### src/rtl/aixh_mxc_upper_bwd_packer.sv
`default_nettype none
//============================================================================
// Module      : aixh_mxc_upper_bwd_packer
// Description : Packs PACK backward beats from the upper array's left edge
//               into one wide word, with a valid/ready output FIFO.
// Revision    : 1.0 - initial release
//============================================================================
module aixh_mxc_upper_bwd_packer #(
    parameter int DWIDTH = 64,
    parameter int PACK   = 4,
    parameter int DEPTH  = 8,
    parameter int LEN_W  = 16
) (
    input  logic                     aixh_core_clk2x,
    input  logic                     aixh_core_rstn,
    input  logic                     i_start,
    input  logic [LEN_W-1:0]         i_len,
    output logic                     o_busy,
    output logic                     o_done,
    input  logic                     i_bwd_vld,
    input  logic [DWIDTH-1:0]        i_bwd_dat,
    output logic                     o_vld,
    input  logic                     i_rdy,
    output logic [DWIDTH*PACK-1:0]   o_dat,
    output logic [PACK-1:0]          o_keep,
    output logic                     o_last,
    output logic                     o_ovf,
    input  logic                     i_clr_ovf
);

    localparam int c_lane_w = $clog2(PACK);
    localparam int c_ptr_w  = $clog2(DEPTH);
    localparam int c_cnt_w  = c_ptr_w + 1;
    localparam int c_word_w = DWIDTH * PACK;
    localparam int c_ent_w  = c_word_w + PACK + 1;
    localparam logic [c_lane_w-1:0] c_last_lane = c_lane_w'(PACK - 1);

    typedef enum logic [1:0] {
        ST_IDLE  = 2'd0,
        ST_RUN   = 2'd1,
        ST_DRAIN = 2'd2
    } state_t;

    state_t                r_state;
    state_t                w_state_nxt;
    logic                  w_done_nxt;
    logic                  r_done;
    logic                  r_ovf;

    logic [LEN_W-1:0]      r_remain;
    logic [c_lane_w-1:0]   r_lane;
    logic [c_word_w-1:0]   r_acc;

    logic                  w_start_ok;
    logic                  w_beat;
    logic                  w_rem_one;
    logic                  w_push;
    logic                  w_last_beat;
    logic [c_word_w-1:0]   w_word;
    logic [PACK-1:0]       w_keep;

    logic [c_ent_w-1:0]    r_mem [DEPTH];
    logic [c_ent_w-1:0]    w_head;
    logic [c_cnt_w-1:0]    r_wptr;
    logic [c_cnt_w-1:0]    r_rptr;
    logic [c_cnt_w-1:0]    w_count;
    logic [c_cnt_w-1:0]    w_count_nxt;
    logic                  w_empty;
    logic                  w_full;
    logic                  w_pop;
    logic                  w_wr;
    logic                  w_ovf_set;

    assign w_start_ok  = (r_state == ST_IDLE) && i_start && (i_len != '0);
    assign w_beat      = (r_state == ST_RUN) && i_bwd_vld;
    assign w_rem_one   = (r_remain == LEN_W'(1));
    assign w_push      = w_beat && ((r_lane == c_last_lane) || w_rem_one);
    assign w_last_beat = w_beat && w_rem_one;

    // Lanes below the current index come from the accumulator, the current
    // lane takes the incoming beat, and lanes above it read zero.
    for (genvar gi = 0; gi < PACK; gi++) begin : g_lane
        localparam logic [c_lane_w-1:0] c_idx = c_lane_w'(gi);
        if (gi == 0) begin : g_first
            assign w_keep[gi] = 1'b1;
        end else begin : g_rest
            assign w_keep[gi] = (r_lane >= c_idx);
        end
        assign w_word[gi*DWIDTH +: DWIDTH] =
            (r_lane == c_idx) ? i_bwd_dat :
            w_keep[gi]        ? r_acc[gi*DWIDTH +: DWIDTH] : '0;
    end

    assign w_count     = r_wptr - r_rptr;
    assign w_empty     = (r_wptr == r_rptr);
    assign w_full      = (r_wptr[c_ptr_w] != r_rptr[c_ptr_w]) &&
                         (r_wptr[c_ptr_w-1:0] == r_rptr[c_ptr_w-1:0]);
    assign w_pop       = !w_empty && i_rdy;
    // A full FIFO still accepts a push when the head leaves on the same edge.
    assign w_wr        = w_push && (!w_full || w_pop);
    assign w_ovf_set   = w_push && w_full && !w_pop;
    assign w_count_nxt = w_count + c_cnt_w'(w_wr) - c_cnt_w'(w_pop);

    always_comb begin
        w_state_nxt = r_state;
        w_done_nxt  = 1'b0;
        case (r_state)
            ST_IDLE: begin
                if (i_start) begin
                    if (i_len != '0) begin
                        w_state_nxt = ST_RUN;
                    end else begin
                        w_done_nxt  = 1'b1;
                    end
                end
            end
            ST_RUN: begin
                if (w_last_beat) begin
                    w_state_nxt = ST_DRAIN;
                end
            end
            ST_DRAIN: begin
                // Finish on the edge that leaves the FIFO empty.
                if (w_count_nxt == '0) begin
                    w_state_nxt = ST_IDLE;
                    w_done_nxt  = 1'b1;
                end
            end
            default: begin
                w_state_nxt = ST_IDLE;
            end
        endcase
    end

    always_ff @(posedge aixh_core_clk2x or negedge aixh_core_rstn) begin
        if (!aixh_core_rstn) begin
            r_state <= ST_IDLE;
        end else begin
            r_state <= w_state_nxt;
        end
    end

    always_ff @(posedge aixh_core_clk2x or negedge aixh_core_rstn) begin
        if (!aixh_core_rstn) begin
            r_done   <= 1'b0;
            r_ovf    <= 1'b0;
            r_remain <= '0;
            r_lane   <= '0;
            r_acc    <= '0;
            r_wptr   <= '0;
            r_rptr   <= '0;
        end else begin
            r_done <= w_done_nxt;
            if (w_ovf_set) begin
                r_ovf <= 1'b1;
            end else if (i_clr_ovf) begin
                r_ovf <= 1'b0;
            end
            if (w_wr) begin
                r_wptr <= r_wptr + c_cnt_w'(1);
            end
            if (w_pop) begin
                r_rptr <= r_rptr + c_cnt_w'(1);
            end
            if (w_start_ok) begin
                r_remain <= i_len;
                r_lane   <= '0;
                r_acc    <= '0;
            end else if (w_beat) begin
                if (r_remain != '0) begin
                    r_remain <= r_remain - LEN_W'(1);
                end
                r_lane <= r_lane + c_lane_w'(1);
                r_acc  <= w_push ? '0 : w_word;
            end
        end
    end

    always_ff @(posedge aixh_core_clk2x) begin
        if (w_wr) begin
            r_mem[r_wptr[c_ptr_w-1:0]] <= {w_last_beat, w_keep, w_word};
        end
    end

    // Storage is not reset, so the head is masked whenever the FIFO is empty.
    assign w_head = r_mem[r_rptr[c_ptr_w-1:0]];
    assign o_vld  = !w_empty;
    assign o_dat  = w_empty ? '0 : w_head[c_word_w-1:0];
    assign o_keep = w_empty ? '0 : w_head[c_word_w +: PACK];
    assign o_last = w_empty ? 1'b0 : w_head[c_ent_w-1];
    assign o_busy = (r_state != ST_IDLE);
    assign o_done = r_done;
    assign o_ovf  = r_ovf;

endmodule
`default_nettype wire

### config.mk
export PLATFORM = sky130hd
export DESIGN_NAME = aixh_mxc_upper_bwd_packer
export DESIGN_NICKNAME = d
export VERILOG_FILES = /design/src/rtl/aixh_mxc_upper_bwd_packer.sv
export SDC_FILE = /design/constraint.sdc
export NUM_CORES = 2
export LEC_CHECK = 0
export CAP_MARGIN = 5
export CORE_MARGIN = 8
export CORE_UTILIZATION = 55
export DETAILED_ROUTE_END_ITERATION = 16
export PLACE_DENSITY_LB_ADDON = 0.05
export SYNTH_ARGS = -nofsm -noshare
export SYNTH_HDL_FRONTEND = slang
export SYNTH_SLANG_ARGS = --single-unit
export TNS_END_PERCENT = 1
### constraint.sdc
create_clock -name aixh_core_clk2x -period 31.9 [get_ports aixh_core_clk2x]
set_clock_uncertainty 0.05 [all_clocks]
set_input_delay 6.38 -clock aixh_core_clk2x [delete_from_list [all_inputs] [get_ports aixh_core_clk2x]]
set_output_delay 6.38 -clock aixh_core_clk2x [all_outputs]
set_load 0.05 [all_outputs]
==> impl_metrics.json <==
{
  "outcome": "finished clean",
  "die_h_um": 420.4,
  "final_antenna_net_count": 0,
  "drive_gt1_share_pct": 21.08,
  "timing.final.crit_period_ns": 13.03,
  "cpPeakStageDelay_ns": 1.09,
  "cts_sinks": 2302,
  "overflow": 0,
  "synth.distinct_cells": 59,
  "tns_ns": 0,
  "hp-class": "register to register",
  "mostFrequentLayoutCell": "edfxtp_1",
  "placed_cells": 6582,
  "path_buf_inv": 4,
  "finalSetupViolCount": 0,
  "crit_chain": "buf_4 -> buf_4 -> buf_4 -> mux4_2 -> mux2i_1 -> nor2_1 -> clkdlybuf4s50_1",
  "die-area_mm2": 0.1767,
  "insertion_delay_ns": 0.83,
  "cts_max_level": 4,
  "period_share_pct": 40.83,
  "syn_area_mm2": 0.08995,
  "critPathKind": "register to output pin",
  "io_pins": 351,
  "holdWs_ns": 0.4347,
  "drt-pass1-iter-count": 5,
  "vias": 44270,
  "ys.flop_type": "edfxtp_1",
  "cpMostUsedCell": "buf_4",
  "p_total_mw": 11.41,
  "initial_utilization_pct": 55.33,
  "gr-usage-all-layers_pct": 24.21,
  "totalWireLength_mm": 215.3,
  "start_kind": "register",
  "syn_inst": 4257,
  "yosysSeqAreaShare_pct": 75.61,
  "required_ns": 25.47,
  "leakage_nw": 34.61,
  "clock_path_buffers": 3,
  "cts_resized": 0,
  "yosys_warnings": 0,
  "rrSetupSlack_ns": 25.32,
  "clockRootBuffer": "clkbuf_16",
  "syn-mean-instance-area_um2": 21.13,
  "crit_family": "buffers and inverters",
  "drc": 0,
  "p_per_area_mw_per_mm2": 110.6,
  "final_cell_mix": "2080 x edfxtp_1, 520 x mux4_2, 349 x clkdlybuf4s50_1, 271 x nor2_1, 262 x mux2i_1",
  "synthArstFlopShare_pct": 9.644,
  "synth_fp_nets": 4358,
  "post-cts-setup-buffers": 0,
  "antenna_cells": 0,
  "wl_per_cell_um": 30.71,
  "hpwl_mm": 110.2,
  "stdcell_count": 7013,
  "max_cap_viol_count": 0,
  "fp-row-count": 148,
  "grt_pass1_vias": 46510,
  "synth.ff_latch_count": 2302,
  "slew_viol_final": 0,
  "cts_hold_buf": 0,
  "path_max_fanout": 47,
  "area_delta_synth_final_pct": 14.62,
  "cp.arrival_ns": 6.60,
  "tritoncts": "built",
  "drt_iter0_markers": 4415,
  "peakVddDrop_mv": 0.1108,
  "timing.fmax_ghz": 0.07677,
  "final_util_pct": 63.42,
  "relSlewSlack_pct": 18.80,
  "portBuffers": 350,
  "coreArea_mm2": 0.1626,
  "cp-end-kind": "output pin",
  "grt_pass1_wl_mm": 316.0,
  "antenna_found_initial": 3,
  "cts_inserted_buffers": 227,
  "worst_pin_slew_ns": 1.218,
  "via_per_inst": 6.313,
  "rsz0062_at_grt": "no",
  "critPathSlowestCell": "dfrtp_4",
  "grt_max_degree": 151,
  "final_hold_viol_count": 0,
  "gp_congestion": 0.7626,
  "die_x_um": 420.4,
  "fin_nets": 4737,
  "synth_edf_count": 2080,
  "path_clk_slew_ns": 0.06
}
==> metrics by stage <==
| stage | instance area, um2 | worst slack (ns) |
|---|---|---|
| after detailed placement | 95930 | 19.49 |
| final | 103100 | 18.87 |
| after global routing | 103100 | 18.30 |
| after CTS | 103100 | 18.63 |
| after global placement | 95930 | 19.50 |
| after floorplan | 89950 | -1.202 |
==> flip-flops by register name, summed over array words and instances (netlist names) <==
name / count
o_done: 1
o_ovf: 1
r_acc: 192
r_lane: 2
r_mem: 2080
r_remain: 16
r_rptr: 4
r_state: 2
r_wptr: 4
==> layer usage <==
metal / part of all wire [%] / wire, um / track usage [%] / vias to the layer above
li1: - / - / - / 18560
met1: 42 / 89780 / 34.00 / 24010
met2: 51 / 108800 / 40.74 / 1411
met3: 5.5 / 11900 / 3.530 / 282
met4: 2.2 / 4812 / 5.812 / 2
met5: 0.0074 / 16 / 0 / -
==> logic make-up after synthesis <==
group	Yosys count	share of synthesized area [%]
AO/OA/AOI/OAI	356	3.689
XOR/XNOR	16	0.1558
adder cells (fa/ha/maj)	15	0.2337
buffers and inverters	306	1.405
flip-flops	2302	75.61
multiplexers	849	16.78
AND/OR/NAND/NOR	413	2.128
==> cell type report <==
class / instances / area, um2
sequential: 2302 / 68030
fill: 11280 / 59480
multi-input combinational: 1649 / 20830
clock buffer: 337 / 6421
timing repair buffer: 437 / 4287
tap: 2175 / 2721
clock inverter: 94 / 750.7
inverter: 19 / 71.32
==> Yosys cell counts, types with 13 or more instances <==
cell type / n / area share, %
edfxtp_1: 2080 / 69
mux4_2: 520 / 13
nor2_1: 274 / 1.1
mux2i_1: 262 / 2.9
dfrtp_1: 222 / 6.2
a32o_1: 192 / 2.1
clkbuf_1: 157 / 0.66
a22o_1: 127 / 1.2
buf_2: 77 / 0.43
and2_1: 67 / 0.47
mux2_2: 66 / 0.83
buf_1: 50 / 0.21
inv_1: 19 / 0.079
nand2_1: 16 / 0.067
xnor2_1: 13 / 0.13
==> worst reg2reg max path, delay by kind of cell (launching register included) <==
kind | cells | cell delay (ns)
simple gates | 4 | 1.78
fa+ha+maj | 5 | 1.63
buf+inv | 4 | 1.53
xor+xnor | 1 | 0.13
flops | 1 | 1.09
compound gates | 1 | 0.27
==> where the power goes <==
group / internal (mW) / switching (mW) / leakage (nW) / total, mW
Clock: 1.46 / 1.10 / 3.52 / 2.56
Sequential: 3.90 / 0.156 / 22.0 / 4.05
Combinational: 1.66 / 3.13 / 9.07 / 4.79
==> path summary, 6_finish.rpt <==
kind	end	startpoint	depth (start not counted)
worst max register to register	r_state[1]$_DFFE_PN0P_	r_rptr[2]$_DFFE_PN0P_	15
max in group asynchronous	r_rptr[2]$_DFFE_PN0P_	aixh_core_rstn	2
worst min-delay path	r_acc[26]$_DFFE_PN0P_	r_acc[26]$_DFFE_PN0P_	1
worst max-delay path	o_dat[142]	r_rptr[0]$_DFFE_PN0P_	7
worst min register to register	r_acc[26]$_DFFE_PN0P_	r_acc[26]$_DFFE_PN0P_	1
min in group asynchronous	r_acc[69]$_DFFE_PN0P_	aixh_core_rstn	1
Power figures use the tool's default switching activity.
